### src/rtl/pipe_ctrl_pkg.sv
// Shared types and constants for the pipeline hazard controller.
// Optional perf counters in the top are enabled by HAZ_PERF_CNT_EN.
package pipe_ctrl_pkg;

  localparam int REG_ADDR_W = 5;
  localparam logic [31:0] NOP_INSTR = 32'h0;

  typedef enum logic [1:0] {
    RUN        = 2'd0,
    LOAD_STALL = 2'd1,
    IMEM_WAIT  = 2'd2,
    BR_FLUSH   = 2'd3
  } haz_state_t;

endpackage

### src/rtl/load_use_detect.sv
// Combinational load-use hazard detect between EX load and ID reader.
// Register 0 is hardwired, so a load to it never creates a hazard.
module load_use_detect
  import pipe_ctrl_pkg::*;
(
  input  logic [REG_ADDR_W-1:0] id_rs,
  input  logic [REG_ADDR_W-1:0] id_rt,
  input  logic                  id_uses_rt,
  input  logic                  ex_mem_read,
  input  logic [REG_ADDR_W-1:0] ex_rt,
  output logic                  hazard
);

  logic rs_hit;
  logic rt_hit;

  assign rs_hit = (ex_rt == id_rs);
  assign rt_hit = id_uses_rt && (ex_rt == id_rt);

  assign hazard = ex_mem_read
               && (ex_rt != '0)
               && (rs_hit || rt_hit);

endmodule

### src/rtl/pipe_hazard_ctrl.sv
// Pipeline hazard FSM: branch flush, imem wait/timeout, load-use stall.
// Define HAZ_PERF_CNT_EN to add stall_cnt/flush_cnt perf counters.
module pipe_hazard_ctrl
  import pipe_ctrl_pkg::*;
#(
  parameter int LOAD_LAT = 1,
  parameter int IMEM_TMO = 15
) (
  input  logic                  clk,
  input  logic                  rst_n,
  input  logic [REG_ADDR_W-1:0] id_rs,
  input  logic [REG_ADDR_W-1:0] id_rt,
  input  logic                  id_uses_rt,
  input  logic                  ex_mem_read,
  input  logic [REG_ADDR_W-1:0] ex_rt,
  input  logic                  branch_taken,
  input  logic                  imem_ready,
  output logic                  pc_we,
  output logic                  ifid_we,
  output logic                  ifid_flush,
  output logic                  idex_bubble,
  output logic                  imem_err,
`ifdef HAZ_PERF_CNT_EN
  output logic [31:0]           stall_cnt,
  output logic [31:0]           flush_cnt,
`endif
  output logic [1:0]            state_o
);

  haz_state_t state_q, state_d;
  logic [2:0] stl_q, stl_d;
  logic [7:0] wt_q, wt_d;
  logic       err_q, err_d;
  logic       hazard;

  localparam logic [2:0] STL_INIT = 3'(LOAD_LAT - 1);
  localparam logic [7:0] WT_MAX   = 8'(IMEM_TMO);

  load_use_detect u_lud (
    .id_rs       (id_rs),
    .id_rt       (id_rt),
    .id_uses_rt  (id_uses_rt),
    .ex_mem_read (ex_mem_read),
    .ex_rt       (ex_rt),
    .hazard      (hazard)
  );

  always_comb begin
    state_d     = RUN;
    stl_d       = '0;
    wt_d        = imem_ready ? 8'd0 : wt_q;
    pc_we       = 1'b1;
    ifid_we     = 1'b1;
    ifid_flush  = 1'b0;
    idex_bubble = 1'b0;
    if (branch_taken) begin
      ifid_flush  = 1'b1;
      idex_bubble = 1'b1;
      state_d     = BR_FLUSH;
    end else if (!imem_ready) begin
      pc_we       = 1'b0;
      ifid_we     = 1'b0;
      ifid_flush  = 1'b1;
      idex_bubble = hazard;
      wt_d        = (wt_q >= WT_MAX) ? wt_q : wt_q + 8'd1;
      state_d     = IMEM_WAIT;
    end else if (state_q == LOAD_STALL) begin
      pc_we       = 1'b0;
      ifid_we     = 1'b0;
      idex_bubble = 1'b1;
      stl_d       = stl_q - 3'd1;
      state_d     = (stl_q <= 3'd1) ? RUN : LOAD_STALL;
    end else if (hazard) begin
      pc_we       = 1'b0;
      ifid_we     = 1'b0;
      idex_bubble = 1'b1;
      if (LOAD_LAT > 1) begin
        stl_d   = STL_INIT;
        state_d = LOAD_STALL;
      end
    end
    err_d = err_q | (wt_d >= WT_MAX);
    // Reset holds the pipe frozen with NOPs entering both latches
    if (!rst_n) begin
      pc_we       = 1'b0;
      ifid_we     = 1'b0;
      ifid_flush  = 1'b1;
      idex_bubble = 1'b1;
    end
  end

  always_ff @(posedge clk or negedge rst_n) begin
    if (!rst_n) begin
      state_q <= RUN;
      stl_q   <= '0;
      wt_q    <= '0;
      err_q   <= 1'b0;
    end else begin
      state_q <= state_d;
      stl_q   <= stl_d;
      wt_q    <= wt_d;
      err_q   <= err_d;
    end
  end

  assign imem_err = err_q;
  assign state_o  = state_q;

`ifdef HAZ_PERF_CNT_EN
  always_ff @(posedge clk or negedge rst_n) begin
    if (!rst_n) begin
      stall_cnt <= '0;
      flush_cnt <= '0;
    end else begin
      if (!pc_we)
        stall_cnt <= stall_cnt + 32'd1;
      if (ifid_flush)
        flush_cnt <= flush_cnt + 32'd1;
    end
  end
`endif

endmodule

### config.mk
export PLATFORM = sky130hd
export DESIGN_NAME = pipe_hazard_ctrl
export DESIGN_NICKNAME = d
export VERILOG_FILES = /design/src/rtl/pipe_ctrl_pkg.sv /design/src/rtl/load_use_detect.sv /design/src/rtl/pipe_hazard_ctrl.sv
export SDC_FILE = /design/constraint.sdc
export NUM_CORES = 1
export LEC_CHECK = 0
export BUFFER_PORTS_ARGS = -buffer_cell sky130_fd_sc_hd__buf_2
export CAP_MARGIN = 20
export CORE_MARGIN = 4
export CORE_UTILIZATION = 40
export DETAILED_ROUTE_END_ITERATION = 16
export GPL_TIMING_DRIVEN = 1
export PLACE_DENSITY = 0.7
export SLEW_MARGIN = 0
export SYNTH_ARGS = -nofsm -noshare
export SYNTH_HDL_FRONTEND = slang
export SYNTH_SLANG_ARGS = --single-unit
### constraint.sdc
create_clock -name clk -period 2.5 [get_ports clk]
set_input_delay 0.125 -clock clk [delete_from_list [all_inputs] [get_ports clk]]
set_output_delay 0.125 -clock clk [all_outputs]
set_load 0.02 [all_outputs]
## Word-level counts from Yosys, hierarchy flattened

Cells that the tools add are included.

| storage, ports and cells | value |
|---|---|
| register bits after elaboration | 14 |
| bits in latches | 0 |
| memory bits (writable) | 0 |
| bits in read-only memories | 0 |
| output and inout port bits | 7 |
| word-level logic and storage cells | 42 |
| memories kept | 0 |

| cells by class | value |
|---|---|
| add/sub/neg operators | 2 |
| multipliers | 0 |
| div/mod/pow operators | 0 |
| $lt $le $gt $ge | 3 |
| equal/unequal tests | 3 |
| shift operators | 0 |
| muxes and demuxes | 24 |
| bitwise logic cells | 1 |
| reductions and logical operators | 5 |

Operators by type and width:

| operator | number |
|---|---|
| $mux W8 | 4 |
| $ge A8 B4 Y1 const B | 2 |
| $mux W1 | 15 |
| $eq A5 B5 Y1 | 2 |
| $mux W3 | 3 |
| $add A8 B1 Y8 const B | 1 |
| $reduce_bool A5 Y1 | 1 |
| $mux W2 | 2 |
| $le A3 B1 Y1 const B | 1 |
| $logic_and A1 B1 Y1 | 3 |
| $sub A3 B1 Y3 const B | 1 |
| $eq A2 B1 Y1 const B | 1 |
| $logic_or A1 B1 Y1 | 1 |
| $or A1 B1 Y1 | 1 |

## Longest topological paths before layout

Gate-level depths: netlist of run 1.

| logic depth | value |
|---|---|
| depth in word-level cells | 9 |
| depth in mapped cells | 6 |

## By module

A second synthesis of run 1 with hierarchy kept.

| second synthesis, totals | value |
|---|---|
| cell total of the unflattened synthesis | 82 |
| area, all modules | 842.1 sq um |

Modules (own cells, without submodules):

| module | instances | cells each | area an instance (sq um) |
|---|---|---|---|
| pipe_hazard_ctrl | 1 | 65 | 709.4 |
| load_use_detect | 1 | 17 | 132.6 |

## Worst setup path after synthesis of run 1

OpenSTA, ideal clock, no wires.

| path | value |
|---|---|
| kind | input to output |
| from | input ex_rt[1] |
| to | output pc_we |
| arrival | 1.278 ns |
| path slack | 1.097 ns |
| stages | 4 |
| path buffers | 1 |
| cell sequence | or4_1 o21ai_1 o311a_1 buf_4 |

| between the ends | value |
|---|---|
| cells in the longest elaborated chain, start to end | 9 |
| elaborated cells between the ends (all ways) | 12 |
| classes of those cells | eq/ne (2); mux (5); reduce/logical (5) |

RTL lines:

| what | line | RTL |
|---|---|---|
| start: declaration | pipe_hazard_ctrl.sv:15 | `input logic [REG_ADDR_W-1:0] ex_rt,` |
| $eq A5 B5 Y1 | load_use_detect.sv:18 | `assign rt_hit = id_uses_rt && (ex_rt == id_rt);` |
| $logic_and A1 B1 Y1 | load_use_detect.sv:18 |  |
| $logic_or A1 B1 Y1 | load_use_detect.sv:22 | `&& (rs_hit \|\| rt_hit);` |
| $logic_and A1 B1 Y1 * | load_use_detect.sv:22 |  |
| $mux W1 * (5 in a row) | n/a |  |
| end: declaration | pipe_hazard_ctrl.sv:18 | `output logic pc_we,` |

Every way passes the cells marked *; elsewhere a longest branch is shown, timed or not.

## Worst setup path after layout of run 1

| path | value |
|---|---|
| from | input rst_n |
| to | output pc_we |

| between the ends | value |
|---|---|
| cells in the longest elaborated chain, start to end | 1 |

RTL lines:

| what | line | RTL |
|---|---|---|
| start: declaration | pipe_hazard_ctrl.sv:10 | `input logic rst_n,` |
| $mux W1 | pipe_hazard_ctrl.sv:84 | `if (!rst_n) begin` |

Every way passes these cells.

==> results of run 1 <==
-- synthesized netlist by cell type (2+ instances only) --
cell and instances:
sky130_fd_sc_hd__a31oi_1 2, sky130_fd_sc_hd__and3_1 2, sky130_fd_sc_hd__dfrtp_1 14, sky130_fd_sc_hd__ha_1 3, sky130_fd_sc_hd__inv_1 5, sky130_fd_sc_hd__mux2i_1 2
sky130_fd_sc_hd__nand2_1 5, sky130_fd_sc_hd__nor2_1 11, sky130_fd_sc_hd__nor2b_1 3, sky130_fd_sc_hd__nor2b_2 3, sky130_fd_sc_hd__o21ai_0 2, sky130_fd_sc_hd__xnor2_1 3
sky130_fd_sc_hd__xor2_1 9
-- registers in the layout, indices dropped and copies added (netlist names) --
signal and count:
wt_q 8, stl_q 3, state_o 2, imem_err 1
-- power breakdown --
group	total [mW]	switching, mW	internal [mW]	leakage (nW)
logic	0.0863	0.0486	0.0377	0.292
registers	0.237	0.00494	0.232	0.188
clock network	0.118	0.0627	0.0556	0.0138
-- worst max-delay path by stage --
stage,from,end,slack [ns]
floorplan,ex_rt[1],pc_we,1.10
global placement,ex_rt[1],ifid_we,1.05
detailed placement,ex_rt[3],ifid_we,1.01
CTS,rst_n,ifid_we,0.94
global route,rst_n,pc_we,0.87
finish,rst_n,pc_we,0.97
-- stage by stage --
| step | hold WS [ns] | cells | total power, mW | worst slack [ns] | utilization, % |
|---|---|---|---|---|---|
| after floorplan | -0.1706 | 83 | 0.2922 | 1.097 | - |
| after global placement | 0.04894 | 134 | 0.3237 | 1.051 | 49.55 |
| after detailed placement | 0.05553 | 134 | 0.3275 | 1.014 | 49.55 |
| after CTS | 0.1244 | 138 | 0.4488 | 0.9409 | 51.21 |
| after global routing | 0.1400 | 138 | 0.4699 | 0.8707 | 51.21 |
| final | 0.1337 | 138 | 0.4415 | 0.9678 | 51.21 |
-- layer usage --
metal | GRT usage, % | wire length [um]
met1 | 16.11 | 724
met2 | 20.61 | 771
met3 | 4.789 | 175
met4 | 5.106 | 14
met5 | 0 | 0
-- worst max-delay path, delay by kind of cell --
family | cells | cell delay (ns)
buffers and inverters | 3 | 1.02
AOI/OAI and AO/OA | 1 | 0.26
-- final cells by class --
| type | count | area (um2) |
|---|---|---|
| clock buffer | 3 | 22.52 |
| multi-input combinational | 61 | 434.2 |
| inverter | 5 | 18.77 |
| fill | 190 | 957.2 |
| timing repair buffer | 28 | 145.1 |
| tap | 27 | 33.78 |
| sequential | 14 | 350.3 |
-- cells by family after synthesis --
kind of cell / after synthesis
xor gates and xnor gates: 12
buffers and inverters: 8
DFF: 14
muxes: 2
adders and majority gates: 3
and+or+nand+nor: 32
AOI/OAI and AO/OA: 12
==> metrics list, run 1 <==
- Post-synthesis to final-layout area growth: 21.48%
- Data on the critical path arrives at its endpoint at 1.41 ns.
- Endpoint of the most critical register-to-register path: imem_err
- Instance area after placement: 972.2 um2
- Summing the areas of all and, or, nand and nor instances in the mapped netlist gives 21.79% of the synthesized area.
* Starting density of the core: 42.16%
- Detailed-placement wirelength estimate: 1380 um
- Detailed router's first-iteration violation count: 22
- The repair_antennas step left the layout with diodes totalling 0.
- Yosys mapped the design onto 32 distinct sky130hd cell types.
- The floorplan step set the die height to 53.47 um.
- Upper clock frequency limit: 652.6 MHz
- Final period demand of the worst path: 1.532 ns
- The analysis attributes to cell leakage a power of 0.4936 nW.
- Master of the slowest instance on the critical path: sky130_fd_sc_hd__dlygate4sd3_1
- Max stage delay on crit path: 0.52 ns
* Post-synthesis async set-or-reset flop share: 100.0%
* Avg WL per Cell: 12.22 um
- The routed layout has 687 vias.
- CTS tree: built
- IO Pins: 28
- The biggest area contributor in the post-synthesis netlist is sky130_fd_sc_hd__dfrtp_1.
* Mux contribution to synthesized area: 2.421%
- STA classifies the critical path startpoint as an input pin.
* Worst Setup Path Type: input pin to output port
* Mapped Nets: 107
- In this run, CTS created clock tree buffers numbering 3.
- The signal on the critical path passes through dlygate4sd3_1, buf_2, o311a_1, buf_2.
- Most common cell on crit path: sky130_fd_sc_hd__buf_2
- Counting flops with a built-in enable in the synthesized netlist gives 0.
- In this run the core area contains 16 standard-cell rows.
- Setup slack, reg-to-reg: 1.08 ns
* Number of I/O port buffers: 27
* Main combinational cell family by area after synthesis: simple AND/OR/NAND/NOR gates
* WP data required: 2.38 ns
- The library cells used most frequently in the layout, excluding fill and tap cells, are sky130_fd_sc_hd__buf_2, sky130_fd_sc_hd__dfrtp_1, sky130_fd_sc_hd__nor2_1.
- Overall Global Routing Usage: 13.11%
- Summed over all layers, the global routing overflow is 0.
- For this run, the register share of the synthesized area comes to 42.36%.
- Post-CTS setup buffer count: 0
- Number of buffers on the longest clock path: 2
- Worst rel slew slack: 76.16%
* Max Fanout on Critical Path: 17
- The startpoint identified for the worst register-to-register timing path is wt_q[0].
- In the routed layout, each cell is associated on average with a via count of 4.978.
- The min-delay analysis places its worst path in the category input pin to flip-flop.
- CTS clk-pin slew, worst paths: 0.07 ns
- Power spread over the standard cell area amounts to 439.5 nW/um2.
* Worst hold path stage count: 3
* Number of remaining DRC errors: 0
- Most common cell after layout, fill and taps aside: sky130_fd_sc_hd__buf_2
- Cell count after synthesis: 83
- The startpoint identified for the worst hold timing path is branch_taken.
- Arithmetic-cell share of the synthesized area counting full adders, half adders and majority gates: 4.539%
* End of the worst hold path: state_o[1]
- Synthesized-area fraction occupied by xor and xnor cells: 12.71%
- During synthesis, Yosys emitted a total of 0 warnings.
* Count of endpoints failing hold in the final timing report: 0
* Die Span X: 53.47 um
* Total Nets Final: 137
- Summing every instance area after synthesis gives 827.0 um2.
- The synthesized design contains 14 register bits.
- In the finished design, the share of the clock period the worst path needs comes to 61.29%.
- First drt pass iteration count: 5
- Of the cells placed in the final design, the portion with a size suffix greater than 1 is 32.43%.
* Setup clock skew after layout: 0.007621 ns
- Die Outline Area: 2859 um2
* Share of the synthesized area in compound gates (AO/OA/AOI/OAI): 11.04%
* RSZ-0062 raised after global routing: no
- Mean post-synth cell area: 9.964 um2
- Number of clock sinks: 14
- Largest net degree at the start of global routing: 18
- Post-route cell area: 1005 um2
- Number of antenna violations at the first check in global routing: 0
* Placer Congestion: 0.7434
* Worst skew pair latency: 0.27 ns
- The number of global-route vias before repair is 643.
* Antenna Nets Post-Route: 0
- The root buffer cell chosen for the clock tree is sky130_fd_sc_hd__clkbuf_4.
* Area share of the leading cell type in the synthesized netlist: 42.36%
- Commonest register cell after synthesis: sky130_fd_sc_hd__dfrtp_1
* First-pass GRT wire length: 2725 um
- STA classifies the critical path endpoint as an output port.
* Post-CTS sizing: 0
- For the pin with the worst max-slew slack, the measured transition is 0.3576 ns.
* MaxCap Viol Count: 0
- Cts hold-fix bufs: 1
- Max-slew violation total from the final report: 0
* Synth top area cells: sky130_fd_sc_hd__dfrtp_1, sky130_fd_sc_hd__xor2_1, sky130_fd_sc_hd__nor2_1
- Number of cell instances on the worst register-to-register path: 5
* Core area: 1962 um2
* Result of the run: finished clean
- Number of H-tree levels: 1
- Sum Neg Setup Slack: 0 ns
- The routed design has 1686 um of wire.
- Final setup violating endpoints: 0
- IR analysis of the VDD net gives a maximum drop of 0.2932 mV.
Power figures use the tool's default switching activity.
==> inputs of run 2 (changes only) <==
- clock period: 2.5 -> 1.5 ns (I/O delays scaled with it)
==> run 2 against run 1 <==
  * Total power increased by 69%
  * Clock skew up 0.00071 ns
  * Clock power is 69% higher
  * Critical endpoint is now imem_err
  * Largest power group unchanged
==> metrics list, run 2 (synthesis gave the netlist of run 1 again) <==
* Result of the run: finished clean (unchanged)
- The worst setup slack after layout was 0.08936 ns (was 0.9678 ns).
- The weighted congestion reported at the end of routability-driven placement is 0.7316 (was 0.7434).
- The total power divided by cell area was 726.6 nW/um2 (was 439.5 nW/um2).
- The wire length of the first global-routing pass was 2649 um (was 2725 um).
* Inserted Clock Buffers: 3 (unchanged)
- The number of non-filler instances in the completed layout was 141 (was 138).
* Capturing element of the worst setup path: imem_err (was pc_we)
- The worst reg-to-reg path cell count is 5 (unchanged).
- Number of H-tree levels: 1 (unchanged)
- Register bank with the most flops: wt_q (unchanged)
- The most common library cell in the layout ignoring fill and taps was sky130_fd_sc_hd__buf_2 (unchanged).
* Post-synthesis to final-layout area growth: 24.36% (was 21.48%)
* Die Span X: 53.47 um (unchanged)
- The number of clock sinks is 14 (unchanged).
- The data arrival time of the critical path is 1.58 ns (was 1.41 ns).
* Worst hold slack: 0.05177 ns (was 0.1337 ns)
- The total detailed-routing wirelength is 1721 um (was 1686 um).
* Endpoint of the most critical register-to-register path: imem_err (unchanged)
- The clock latency on the worst-skew pair is 0.27 ns (about the same).
* CTS clk-pin slew, worst paths: 0.08 ns (was 0.07 ns)
- Most used cells in the layout excluding fill and tap cells: sky130_fd_sc_hd__buf_2, sky130_fd_sc_hd__dfrtp_1, sky130_fd_sc_hd__nor2_1 (unchanged).
* R2R Path Start: wt_q[0] (unchanged)
- Instance area after placement: 987.2 um2 (was 972.2 um2)
* Detailed-placement wirelength estimate: 1404 um (was 1380 um)
- WP data required: 1.67 ns (was 2.38 ns)
- The clock tree root buffer cell is sky130_fd_sc_hd__clkbuf_4 (unchanged).
- The final-report setup violation count came to 0 (unchanged).
- Subtracting the final worst setup slack from the clock period gives 1.411 ns.
* Antenna Nets Post-Route: 0 (unchanged)
- The static leakage power was 0.5084 nW (was 0.4936 nW).
- Setup clock skew after layout: 0.008327 ns (was 0.007621 ns)
- Number of antenna violations at the first check in global routing: 0 (unchanged)
- Period Utilization, post-route: 94.04%
- The clock tree from TritonCTS is built (unchanged).
- IO Pins: 28 (unchanged)
* Launching element of the worst setup path: wt_q[0] (was rst_n)
- Avg WL per Cell: 12.21 um (was 12.22 um)
* Final global-route overflow total: 0 (unchanged)
- Post-route cell area: 1028 um2 (was 1005 um2)
- The total DRC errors in the routed layout came to 0 (unchanged).
* Detailed router's first-iteration violation count: 26 (was 22)
- Count of endpoints failing hold in the final timing report: 0 (unchanged)
* Overall Global Routing Usage: 12.72% (was 13.11%)
- Max-slew violation total from the final report: 0 (unchanged)
- Die Outline Area: 2859 um2 (unchanged)
- The detailed-routing iteration count for the pre-antenna-repair pass is 4 (was 5).
* Setup slack, reg-to-reg: 0.09 ns (was 1.08 ns)
- The endpoint class of the critical path was a flip-flop (was output port).
- MaxCap Viol Count: 0 (unchanged)
* Sum Neg Setup Slack: 0 ns (unchanged)
- Core area: 1962 um2 (unchanged)
- Worst-margin pin slew: 0.3366 ns (was 0.3576 ns)
- The maximum number of pins on one net before global-route repair was 13 (was 18).
- The highest fanout seen on the critical path was 5 (was 17).
* Worst min-delay path class: input pin to flip-flop (unchanged)
- The worst max-slew margin expressed relative to the limit came to 77.43% (was 76.16%).
- Worst Setup Path Type: flip-flop to flip-flop (was input pin to output port)
- RSZ-0062 raised after global routing: no (unchanged)
* Number of placed instances, taps included: 136 (was 134)
* Upper clock frequency limit: 708.9 MHz
- The initial standard-cell utilization of the core came to 42.16% (unchanged).
- The via total after detailed routing came to 689 (was 687).
- The count of input and output buffers was 27 (unchanged).
* Number of flip-flops under the largest register name: 8 (unchanged)
- Antenna diode count: 0 (unchanged)
* Fill cells: 194 (was 190)
* Pre-CTS setup slack: 0.07739 ns (was 1.014 ns)
- The kind of start point of the critical path was a flip-flop (was input pin).
- Worst vdd ir: 0.5580 mV (was 0.2932 mV)
- Rows: 16 (unchanged)
- Vias in the first global route: 647 (was 643)
- The vertical extent of the die came to 53.47 um (unchanged).
- The detail-routed via count per cell is 4.887 (was 4.978).
- Total Nets Final: 140 (was 137)
* Proportion of layout cells with a drive suffix above 1: 35.09% (was 32.43%)
- Number of buffers on the longest clock path: 2 (unchanged)
-- run 2: changes by cell type in the layout (fill, tap and decap cells not counted) --
cell and delta:
sky130_fd_sc_hd__o21ai_0 -1, sky130_fd_sc_hd__and3_1 -1, sky130_fd_sc_hd__and3_2 +1, sky130_fd_sc_hd__o21ai_1 +1
sky130_fd_sc_hd__buf_4 +3
-- run 2: power breakdown --
part / switching, mW / internal [mW]
clock network: 0.106 / 0.0927
logic: 0.0837 / 0.0700
registers: 0.00796 / 0.387
total: 0.198 / 0.549
-- run 2: final cells by class --
| type | count | area (um2) | area share (%) |
|---|---|---|---|
| Timing Repair Buffer | 31 | 167.7 | 16.30 |
| Sequential cell | 14 | 350.3 | 34.06 |
| Tap cell | 27 | 33.78 | 3.285 |
| Clock buffer | 3 | 22.52 | 2.190 |
| Inverter | 5 | 18.77 | 1.825 |
| Multi-Input combinational cell | 61 | 435.4 | 42.34 |
-- run 2: worst min-delay path by stage --
stage	startpoint	end	slack, ns	depth (start not counted)
after floorplan	rst_n	imem_err	-0.22	0
after global placement	rst_n	state_o[0]	-0.10	1
after detailed placement	rst_n	state_o[0]	-0.11	1
after CTS	imem_ready	wt_q[7]	0.04	2
after global routing	imem_ready	wt_q[7]	0.04	2
final	imem_ready	wt_q[7]	0.05	2
-- run 2: timing repair --
item,CTS,global route
hold buffers,1,0
hold endpoints to repair,14,0
gates resized for setup,0,2
setup endpoints to repair,0,4
setup buffers,0,1
-- run 2: critical path: stages (launching register included) --
cell,delay (ns)
sky130_fd_sc_hd__dfrtp_1,0.41
sky130_fd_sc_hd__ha_1,0.24
sky130_fd_sc_hd__nand3_1,0.09
sky130_fd_sc_hd__and3_2,0.25
sky130_fd_sc_hd__mux2i_1,0.12
sky130_fd_sc_hd__a31o_1,0.21
-- run 2: stage by stage --
stage               util, %  total power [mW]
floorplan                 -            0.4869
finish                52.42            0.7473
CTS                   51.98            0.7491
global placement      50.32            0.5444
detailed placement    50.32            0.5488
global route          52.42            0.7945
-- run 2: per-layer routing --
layer | vias to the layer above | wire (um) | GRT usage [%]
met2 | 26 | 789 | 21.02
met4 | 0 | 15 | 6.383
met5 | - | 0 | 0
met1 | 315 | 751 | 15.45
li1 | 346 | - | -
met3 | 2 | 165 | 2.535
